## src/rtl/aes_mask_pkg.sv

```systemverilog
// aes_mask_pkg: shared widths and packer state encoding for the LFSR mask packer
package aes_mask_pkg;
  localparam int MASK_W = 128;
  localparam int BYTE_W = 8;
  localparam int DROP_W = 8;
  typedef enum logic {FILL = 1'b0, HOLD = 1'b1} state_t;
endpackage

```

## src/rtl/mask_fifo.sv

```systemverilog
// mask_fifo: DEPTH x W synchronous FIFO with registered head; ports clk, rst, i_push, i_data, i_pop, o_head, o_full, o_empty
module mask_fifo
  import aes_mask_pkg::*;
#(
  parameter int W     = MASK_W,
  parameter int DEPTH = 2
) (
  input  logic         clk,
  input  logic         rst,
  input  logic         i_push,
  input  logic [W-1:0] i_data,
  input  logic         i_pop,
  output logic [W-1:0] o_head,
  output logic         o_full,
  output logic         o_empty
);
  localparam int AW = $clog2(DEPTH);
  if ((DEPTH < 2) || ((DEPTH & (DEPTH - 1)) != 0)) begin : g_bad_depth
    $error("mask_fifo DEPTH must be a power of 2 and >= 2");
  end
  logic [W-1:0] r_mem [DEPTH];
  logic [AW:0]  r_wp, r_rp;
  logic         w_push, w_pop;
  assign o_empty = r_wp == r_rp;
  assign o_full  = (r_wp[AW] != r_rp[AW]) && (r_wp[AW-1:0] == r_rp[AW-1:0]);
  assign w_pop   = i_pop && !o_empty;
  assign w_push  = i_push && (!o_full || w_pop);
  assign o_head  = r_mem[r_rp[AW-1:0]];
  always_ff @(posedge clk or posedge rst) begin
    if (rst) begin
      for (int i = 0; i < DEPTH; i++) r_mem[i] <= '0;
      r_wp <= '0;
      r_rp <= '0;
    end else begin
      if (w_push) begin
        r_mem[r_wp[AW-1:0]] <= i_data;
        r_wp <= r_wp + 1'b1;
      end
      if (w_pop) r_rp <= r_rp + 1'b1;
    end
  end
endmodule

```

## src/rtl/lfsr_mask_packer.sv

```systemverilog
// lfsr_mask_packer: packs LFSR bytes into mask words buffered in a FIFO; ports clk, reset, rnd_byte/rnd_valid in, mask/mask_valid/mask_ready handshake, drop_cnt, health_err; optional MASK_PACK_HEALTH_EN stuck-source monitor
module lfsr_mask_packer
  import aes_mask_pkg::*;
#(
  parameter int BYTES_PER_WORD = 16,
  parameter int FIFO_DEPTH     = 2,
  parameter int STUCK_LIMIT    = 4
) (
  input  logic                           clk,
  input  logic                           reset,
  input  logic [BYTE_W-1:0]              rnd_byte,
  input  logic                           rnd_valid,
  output logic [BYTE_W*BYTES_PER_WORD-1:0] mask,
  output logic                           mask_valid,
  input  logic                           mask_ready,
  output logic [DROP_W-1:0]              drop_cnt,
  output logic                           health_err
);
  localparam int MW = BYTE_W * BYTES_PER_WORD;
  localparam int CW = $clog2(BYTES_PER_WORD);
  if (STUCK_LIMIT < 2) begin : g_bad_limit
    $error("STUCK_LIMIT must be >= 2");
  end
  state_t          r_state;
  logic [MW-1:0]   r_acc, w_acc_nxt;
  logic [CW-1:0]   r_cnt;
  logic [DROP_W-1:0] r_drop;
  logic            w_full, w_empty, w_pop, w_space, w_stuck;
  logic            w_accept, w_last, w_push, w_drop;
  assign w_pop     = mask_valid && mask_ready;
  assign w_space   = !w_full || w_pop;
  assign w_accept  = (r_state == FILL) && rnd_valid && !w_stuck;
  assign w_last    = r_cnt == CW'(BYTES_PER_WORD - 1);
  assign w_acc_nxt = {r_acc[MW-BYTE_W-1:0], rnd_byte};
  assign w_drop    = rnd_valid && !w_accept;
  // the last byte bypasses the accumulator so a word with FIFO space never enters HOLD
  assign w_push    = w_space && ((w_accept && w_last) || ((r_state == HOLD) && !w_stuck));
  assign mask_valid = !w_empty;
  assign drop_cnt   = r_drop;
  assign health_err = w_stuck;
  mask_fifo #(.W(MW), .DEPTH(FIFO_DEPTH)) u_fifo (
    .clk    (clk),
    .rst    (reset),
    .i_push (w_push),
    .i_data ((r_state == HOLD) ? r_acc : w_acc_nxt),
    .i_pop  (w_pop),
    .o_head (mask),
    .o_full (w_full),
    .o_empty(w_empty)
  );
  always_ff @(posedge clk or posedge reset) begin
    if (reset) begin
      r_state <= FILL;
      r_acc   <= '0;
      r_cnt   <= '0;
      r_drop  <= '0;
    end else begin
      if (w_drop && (r_drop != '1)) r_drop <= r_drop + 1'b1;
      if (w_accept) begin
        r_acc <= w_acc_nxt;
        r_cnt <= w_last ? '0 : r_cnt + 1'b1;
        if (w_last && !w_space) r_state <= HOLD;
      end else if ((r_state == HOLD) && w_push) begin
        r_state <= FILL;
      end
    end
  end
`ifdef MASK_PACK_HEALTH_EN
  localparam int RW = $clog2(STUCK_LIMIT + 1);
  logic [RW-1:0]     r_run, w_run_nxt;
  logic [BYTE_W-1:0] r_prev;
  logic              r_err;
  // run of 0 means no byte accepted yet since reset; the run stops growing once r_err freezes acceptance
  assign w_run_nxt = ((r_run != '0) && (rnd_byte == r_prev)) ? r_run + 1'b1 : RW'(1);
  assign w_stuck   = r_err;
  always_ff @(posedge clk or posedge reset) begin
    if (reset) begin
      r_run  <= '0;
      r_prev <= '0;
      r_err  <= 1'b0;
    end else if (w_accept) begin
      r_run  <= w_run_nxt;
      r_prev <= rnd_byte;
      if (w_run_nxt == RW'(STUCK_LIMIT)) r_err <= 1'b1;
    end
  end
`else
  assign w_stuck = 1'b0;
`endif
endmodule

```

## config.mk

```make
export PLATFORM = sky130hd
export DESIGN_NAME = lfsr_mask_packer
export DESIGN_NICKNAME = d
export VERILOG_FILES = /design/src/rtl/aes_mask_pkg.sv /design/src/rtl/mask_fifo.sv /design/src/rtl/lfsr_mask_packer.sv
export SDC_FILE = /design/constraint.sdc
export NUM_CORES = 1
export LEC_CHECK = 0
export ABC_AREA = 1
export CAP_MARGIN = 20
export CORE_MARGIN = 2
export CORE_UTILIZATION = 46
export DETAILED_ROUTE_END_ITERATION = 8
export PLACE_DENSITY_LB_ADDON = 0.3
export SLEW_MARGIN = 20
export SYNTH_ARGS = -nofsm -noshare
export SYNTH_HDL_FRONTEND = slang
export SYNTH_HIERARCHICAL = 1
export SYNTH_SLANG_ARGS = --single-unit
export TNS_END_PERCENT = 20
```

## constraint.sdc

```tcl
create_clock -name clk -period 17.9 [get_ports clk]
set_input_delay 4.475 -clock clk [delete_from_list [all_inputs] [get_ports clk]]
set_output_delay 4.475 -clock clk [all_outputs]
set_load 0.01 [all_outputs]
```

=== Yosys cells after proc, flatten, opt, wreduce, memory -nomap -nowiden ===
Cells that the tools add are included.

* Register bits: 401
* Input port bits: 12
* Output and inout port bits: 138
* Word-level logic and storage cells: 56

* Add/sub/neg operators: 4
* $lt $le $gt $ge: 3
* Eq/ne operators: 6
* Multiplexer cells: 11
* Bitwise operators: 3
* Reductions and logical operators: 21

{| class="wikitable"
|+ Operators with widths
! kind !! count
|-
| 128-bit 2-to-1 mux || 5
|-
| 256-bit bitwise mux || 1
|-
| 128-bit demux with 1-bit select || 1
|-
| 1-bit logical AND || 12
|-
| 8-bit by 1-bit adder with 8-bit output, second input constant || 1
|-
| 8-bit inequality test, second input constant || 1
|-
| 2-bit by 1-bit adder with 2-bit output, second input constant || 2
|-
| 4-bit by 1-bit adder with 4-bit output, second input constant || 1
|-
| 4-bit == test, second input constant || 1
|-
| 2-bit >= comparator, second input constant || 2
|-
| 1-bit zero test || 4
|-
| 4-bit 2-to-1 mux || 1
|-
| 1-bit inverter with 2-bit output || 2
|-
| 1-bit logical OR || 3
|-
| 1-bit 2-to-1 mux || 3
|-
| 2-bit == test || 1
|-
| 2-bit by 1-bit less-than comparator with 1-bit output, second input constant || 1
|-
| 2-bit by 1-bit inequality test with 1-bit output, second input constant || 1
|-
| 2-bit AND reduction || 1
|-
| 2-bit nonzero test || 1
|-
| 1-bit == test || 1
|-
| 1-bit inequality test || 1
|-
| 1-bit inverter || 1
|}

=== Logic depth before layout (Yosys ltp) ===
Gate-level depths: netlist of the first run.

* Depth after elaboration: 8
* Depth in mapped cells: 15

=== Modules after synthesis ===
Netlist of the first run, hierarchy kept.

{| class="wikitable"
|+ By module, submodules not included
! module !! instances !! cells each !! area an instance (um^2) !! seq. area each (um^2)
|-
| mask_fifo || 1 || 1587 || 12393.1 || 6506.2
|-
| lfsr_mask_packer || 1 || 908 || 6951.7 || 3528.4
|}

=== Worst setup path before layout of the first run ===
OpenSTA, ideal clock, no wires.

* Kind: input to register
* Start point: in rnd_valid
* End point: reg u_fifo/r_mem[104] in the netlist's numbering
* Setup time: 0.066 ns
* Arrival: 5.787 ns
* Data required time: 17.834 ns
* Path slack: 12.047 ns
* Stages on the path: 11
* Path buffers: 3
* Cell sequence: inv_2 > nor2_4 > inv_2 > nor2_1 > nor2_1 > nor2_1 > buf_2 > clkbuf_1 > clkbuf_1 > nand4_1 > nand2_1

* Longest elaborated chain between the ends: 5

{| class="wikitable"
|+ Ends and longest elaborated chain
! what !! line !! text
|-
| start, declared || lfsr_mask_packer.sv:12 || <nowiki>input logic rnd_valid,</nowiki>
|-
| 1-bit logical AND || lfsr_mask_packer.sv:32 || <nowiki>assign w_accept = (r_state == FILL) && rnd_valid && !w_stuck;</nowiki>
|-
| 1-bit logical AND || lfsr_mask_packer.sv:37 || <nowiki>assign w_push = w_space && ((w_accept && w_last) || ((r_state == HOLD) && !w_stuck));</nowiki>
|-
| 1-bit logical OR || lfsr_mask_packer.sv:37 ||
|-
| 1-bit logical AND || lfsr_mask_packer.sv:37 ||
|-
| via w_push || lfsr_mask_packer.sv:29 || <nowiki>logic w_accept, w_last, w_push, w_drop;</nowiki>
|-
| 1-bit logical AND || mask_fifo.sv:27 || <nowiki>assign w_push = i_push && (!o_full || w_pop);</nowiki>
|-
| end signal, assigned by index || mask_fifo.sv:36 || <nowiki>r_mem[r_wp[AW-1:0]] <= i_data;</nowiki>
|-
| end, declared || mask_fifo.sv:21 || <nowiki>logic [W-1:0] r_mem [DEPTH];</nowiki>
|}

The timed path passes the listed nets, and every way through them passes these cells.
A chain may end at the register's enable or synchronous reset.

=== Worst setup path after layout of the first run ===
* Start point: in rnd_valid
* End point: reg u_fifo/r_mem[84] in the netlist's numbering

Same word-level chain as after synthesis.

==> summary.txt, run 1 <==
Logic synthesis
  – Post-synthesis cell type count: 25
  – Yosys top cell area share: 51.9%
  – YS warnings: 6
  – Cell taking the most area after synthesis: dfrtp_1
  – Mapped cell area: a little under 20000 um^2
  – Syn Area/Cell: 7.75 um^2
  – Synthesized net count: 2509
  – Sequential area share after synthesis: between 50 and 60%
  – Top post-synthesis cells by area: dfrtp_1, nand2_1, nand4_1
  – Mapped Cells: 2495
  – Yosys reg bits: 401

Floorplanning
  – Die footprint: 43700 um^2
  – Core area: roughly 42000 um^2
  – Die Height: between 200 and 250 um
  – Die width: 209 um
  – Initial core utilization: 46.3%
  – IO Count: 150
  – Std cell rows: between 70 and 80

Critical path
  – Critical Path End Type: flip-flop
  – Crit path arrival time: 9310 ps
  – Required time at the worst-slack endpoint: 18330 ps
  – R2r startpoint: u_fifo/r_wp[0]
  – Worst-path fanout max: 118
  – Critical path type: primary input to flip-flop
  – Crit Reg-Reg Endpoint: u_fifo/r_mem[84]
  – Internal reg-to-reg setup slack: 12550 ps
  – Depth of the worst register-to-register path: 13
  – Worst setup SP type: primary input

Clock network
  – CTS Sinks: ~400
  – Hold_buf cts: 0
  – Worst-path clk slew: 60 ps
  – CTS max path bufs: 3
  – Clock Root Buffer: clkbuf_16
  – CTS Buf Count: between 40 and 50
  – Clk_lat worst skew: 550 ps
  – Post-CTS Setup Repair Bufs: 0
  – CTS tree: built
  – H-tree depth: 2
  – CTS resizes: 0

Timing
  – Max_slew headroom: 28.0%
  – Period utilisation layout: between 40% and 50%
  – Actual slew at the worst max-slew pin: 1080 ps
  – Minimum clock period: 8880 ps
  – Setup TNS: 0 ps
  – Clock Skew: 20.0 ps
  – Fin Hold WS: about 470 ps
  – Fin. Hold Viols: 0
  – Fmax: 113 MHz
  – RSZ-0062 raised after global routing: false
  – Max Slew Vio Count: 0
  – Setup Viol. Count Final: 0

Job
  – Max Cap Viol: 0

Global route
  – Pin count of the biggest net entering global routing: 129
  – GR Overflow Total: 0
  – Grt met2 use: 39.5%
  – Busiest grt layer: met2
  – M1 GR Usage: approximately a third
  – Met3 GRT Util: 2.89%
  – Number of global-route vias before repair: about 16000
  – Antenna violations before repair: 0
  – Gr usage total: 24.1%
  – Global-route wire length before repair: 85600 um

Worst hold path
  – Hold path startpoint: u_fifo/r_mem[96]
  – HP Class: flip-flop to flip-flop
  – Hold Path Stages: 2
  – Hold Path End: u_fifo/r_mem[96]

Power
  – Clock share of power: 28.7%
  – P per Cell Area: 143 nW/um^2
  – LEAKAGE: 11.1 nW
  – Sw frac: 36.7%
  – VDD IR max: 70.0 uV
  – Switching power: 1.16 mW
  – Flop pwr share: between 40 and 50%
  – Internal: 1.99 mW
  – Gate power share: 30.5%

Cells and area
  – Non-Filler Instances: 3078
  – FF+latch area: 10000 um^2
  – Nets: 2521
  – Most frequent cells in the layout: nand2_1, dfrtp_1, nand4_1, o21ai_0, clkdlybuf4s50_1
  – Synthesis-to-layout area growth: 13.7%
  – Commonest non-fill, non-tap cell in the layout: nand2_1
  – Antenna fix cells: 0
  – Multi-input logic area: 7700 um^2
  – Number of fill cells: 3936
  – Share of cells above drive strength 1: 3.94%

Placement
  – Inst Count DP: 3000
  – Buffers on Ports: 148
  – Final GP Congestion: 0.801
  – DP Wirelength: 31400 um

Routing
  – Vias per inst: 5.39
  – DRC errors left: 0
  – DRT Pass-1 Iters: 5
  – DR vias: ~17000
  – Initial DRC count: 1708
  – Detail Route Antenna Nets: 0
  – Wirelength, routed: ~52000 um
  – DR WL/cell: 17.0 um

Run status
  – Outcome: finished, final reports clean
-- power groups by stage --
stage	Sequential (mW)	Combinational [mW]	Clock, mW
after floorplan	1.23	0.612	0
after global placement	1.29	0.947	0
after detailed placement	1.30	0.965	0
after CTS	1.28	0.968	0.919
after global routing	1.31	1.06	0.957
final	1.29	0.960	0.904
-- Yosys cell counts --
library cell  instances
a21oi_1              19
o21ai_0             193
o21ai_1              50
dfrtp_1             401
nand2_4               1
ha_1                  2
nor2_4                1
clkbuf_2              5
clkbuf_1             93
xnor2_1               3
buf_8                 1
nand3_1              11
buf_4                12
inv_1               130
conb_1                1
clkinv_2              1
buf_6                35
buf_1                10
inv_2                 4
buf_2                45
nand3_2               3
nand2_1            1183
nand4_1             262
nand3b_1              1
nor2_1               28
-- sequential cells by signal, summed over array words and instances, names as in the netlist --
name          cells
r_cnt             4
r_state           1
r_acc           128
drop_cnt          8
u_fifo/r_rp       2
u_fifo/r_wp       2
u_fifo/r_mem    256
-- through the flow --
step	setup WS (ps)	power (mW)	utilization (%)	cell area (um^2)
2_1_floorplan	6270	1.84	-	19300
4_1_cts	9150	3.17	52.7	22000
3_5_place_dp	8600	2.26	49.2	20600
6_report	9020	3.15	52.7	22000
3_3_place_gp	8660	2.24	49.2	20600
5_1_grt	8650	3.34	52.7	22000
-- layer usage --
| layer | wire length, um | part of all wire [%] |
|---|---|---|
| met4 | 933 | 1.8 |
| met5 | 0 | 0 |
| met1 | 23900 | 46 |
| met3 | 2740 | 5.2 |
| met2 | 24800 | 47 |
-- area by class of cell --
type | count | area share (%)
multi-input combinational | 1758 | 35.0
tap | 539 | 3.07
clock inverter | 8 | 0.427
clock buffer | 70 | 6.09
sequential | 401 | 45.7
inverter | 135 | 2.39
timing repair buffer | 167 | 7.38
-- worst max path at each step --
stage | start | end | slack [ps] | cells past startpoint
6_report | rnd_valid | u_fifo/r_mem[84] | 9020 | 13
5_1_grt | rnd_valid | u_fifo/r_mem[192] | 8650 | 13
4_1_cts | rnd_valid | u_fifo/r_mem[66] | 9150 | 13
3_5_place_dp | rnd_valid | u_fifo/r_mem[179] | 8600 | 13
3_3_place_gp | rnd_valid | u_fifo/r_mem[177] | 8660 | 13
2_1_floorplan | reset | u_fifo/r_mem[0] | 6270 | 1
-- logic make-up after synthesis --
| family | after synthesis | synth area share (%) |
|---|---|---|
| and+or+nand+nor | 1490 | 32.6 |
| DFF | 401 | 51.9 |
| buffers and inverters | 336 | 8.50 |
| AOI/OAI and AO/OA | 262 | 6.78 |
| xor gates and xnor gates | 3 | 0.136 |
| adders and majority gates | 2 | 0.129 |
| other | 1 | 0.0194 |
-- worst max-delay path, stage by stage --
cell             delay (ps)
clkdlybuf4s50_1         550
inv_2                    60
nor2_4                   70
buf_4                   720
inv_2                   470
nor2_1                  200
nor2_1                   90
nor2_4                  120
buf_4                   650
nand3_4                 730
buf_4                   680
nand2_1                 200
nand2_1                  70
Note: power is estimated with default switching activity, not from simulation.
==> run 2: changes to the inputs <==
==> constraint.sdc (replaced) <==
create_clock -name clk -period 8.49 [get_ports clk]
set_input_delay 2.1225 -clock clk [delete_from_list [all_inputs] [get_ports clk]]
set_output_delay 2.1225 -clock clk [all_outputs]
set_load 0.01 [all_outputs]
==> summary.txt, run 2 (same netlist as run 1, synthesis figures left out) <==
Clock network
  – Hold_buf cts: 0
  – Post-CTS Setup Repair Bufs: 0
  – Clock Root Buffer: clkbuf_16
  – Worst-path clk slew: around 60 ps
  – H-tree depth: 2
  – Clk_lat worst skew: between 500 and 600 ps
  – CTS Sinks: 401
  – CTS Buf Count: 44
  – CTS resizes: 0
  – CTS tree: built
  – CTS max path bufs: 3

Cells and area
  – Fin area: 22100 um^2
  – Share of cells above drive strength 1: 4.02%
  – Antenna fix cells: 0
  – Commonest non-fill, non-tap cell in the layout: nand2_1
  – Biggest register: u_fifo/r_mem
  – Nets: 2523
  – Synthesis-to-layout area growth: 14.1%
  – Most frequent cells in the layout: nand2_1, dfrtp_1, nand4_1, o21ai_0, clkdlybuf4s50_1
  – Largest register FFs: 256

Power
  – LEAKAGE: around 11 nW
  – P per Cell Area: 301 nW/um^2
  – Final Power: 6.64 mW
  – VDD IR max: 173 uV

Floorplanning
  – Initial core utilization: 46.3%
  – IO Count: 150
  – Std cell rows: 75
  – Die footprint: between 40000 and 50000 um^2
  – Die width: 209 um
  – Core area: ~42000 um^2
  – Die Height: roughly 210 um

Worst hold path
  – Hold Path Stages: 2
  – Hold path startpoint: u_fifo/r_mem[123]
  – Hold Path End: u_fifo/r_mem[123]
  – HP Class: flip-flop to flip-flop

Routing
  – DRC errors left: 0
  – Initial DRC count: 1616
  – DRT Pass-1 Iters: 8
  – Detail Route Antenna Nets: 0
  – DR vias: roughly 17000
  – DR WL/cell: 16.8 um
  – Vias per inst: between 5 and 6
  – Wirelength, routed: approximately 52000 um

Timing
  – Actual slew at the worst max-slew pin: 1100 ps
  – RSZ-0062 raised after global routing: false
  – Setup TNS: 0 ps
  – Setup Viol. Count Final: 0
  – Period utilisation layout: between 60 and 70%
  – Fin. Hold Viols: 0
  – Fmax: 175 MHz
  – Max Slew Vio Count: 0
  – Minimum clock period: 5720 ps
  – Clock Skew: 10.0 ps
  – Max_slew headroom: 26.6%

Critical path
  – R2r startpoint: u_fifo/r_rp[0]
  – Critical path type: flip-flop to output port
  – Required time at the worst-slack endpoint: 6370 ps
  – Depth of the worst register-to-register path: 12
  – Worst-path fanout max: 77
  – Worst setup SP type: flip-flop
  – Critical Path End Type: output port
  – Internal reg-to-reg setup slack: 3550 ps
  – Crit path arrival time: 3590 ps
  – Crit Reg-Reg Endpoint: u_fifo/r_mem[50]

Placement
  – DP Wirelength: 30800 um
  – Buffers on Ports: around 150
  – Placed Instance Area: just over 20000 um^2
  – Final GP Congestion: 0.803

Global route
  – Number of global-route vias before repair: 16117
  – Global-route wire length before repair: between 80000 and 90000 um
  – Antenna violations before repair: 0
  – Pin count of the biggest net entering global routing: 183
  – GR Overflow Total: 0
  – Gr usage total: 24.0%

Run status
  – Outcome: finished, final reports clean

Job
  – Max Cap Viol: 0
==> run 2: cell count changes in the layout (fill, tap and decap cells not counted), moves of 2 or more <==
cell	change
clkbuf_8	-4
buf_16	+2
inv_6	+2
buf_4	-2
==> run 2: power breakdown <==
| part | leakage (nW) | switching (mW) | internal, mW |
|---|---|---|---|
| logic | 5.02 | 1.31 | 0.706 |
| registers | 5.42 | 0.347 | 2.36 |
| clock network | 0.706 | 0.776 | 1.14 |
==> run 2: critical path, cell delays in order, from the launching register on <==
cell	delay, ps
dfrtp_4	730
inv_4	760
buf_4	660
nand2_1	100
nand2_1	190
clkdlybuf4s50_1	570
==> run 2: layer usage <==
layer	GRT usage (%)	up-vias	routed length [um]
li1	-	8085	-
met1	33.5	7965	23100
met2	39.3	558	24400
met3	3.22	75	3120
met4	6.53	0	1160
met5	0	-	0
==> run 2: per-stage QoR <==
| stage | util [%] | std cells | setup WS (ps) | hold slack (ps) |
|---|---|---|---|---|
| 2_1_floorplan | - | 2495 | 2590 | 442 |
| 3_3_place_gp | 49.3 | 3000 | 2580 | 454 |
| 3_5_place_dp | 49.3 | 3000 | 2500 | 458 |
| 4_1_cts | 52.7 | 3077 | 2740 | 473 |
| 5_1_grt | 52.8 | 3079 | 2530 | 482 |
| 6_report | 52.8 | 3079 | 2770 | 466 |
==> run 2: cell type report <==
type                       count  area, um^2
clock buffer                  65        1280
clock inverter                12         150
sequential                   401       10000
timing repair buffer         169        1700
inverter                     135         522
tap                          539         674
fill                        3942       19700
multi-input combinational   1758        7700
==> run 2: worst max path at each step <==
stage / from / end
global route: u_fifo/r_rp[0] / mask[99]
finish: u_fifo/r_rp[0] / mask[99]
floorplan: reset / drop_cnt[0]
global placement: rnd_valid / u_fifo/r_mem[201]
detailed placement: rnd_valid / u_fifo/r_mem[181]
CTS: u_fifo/r_rp[0] / mask[99]
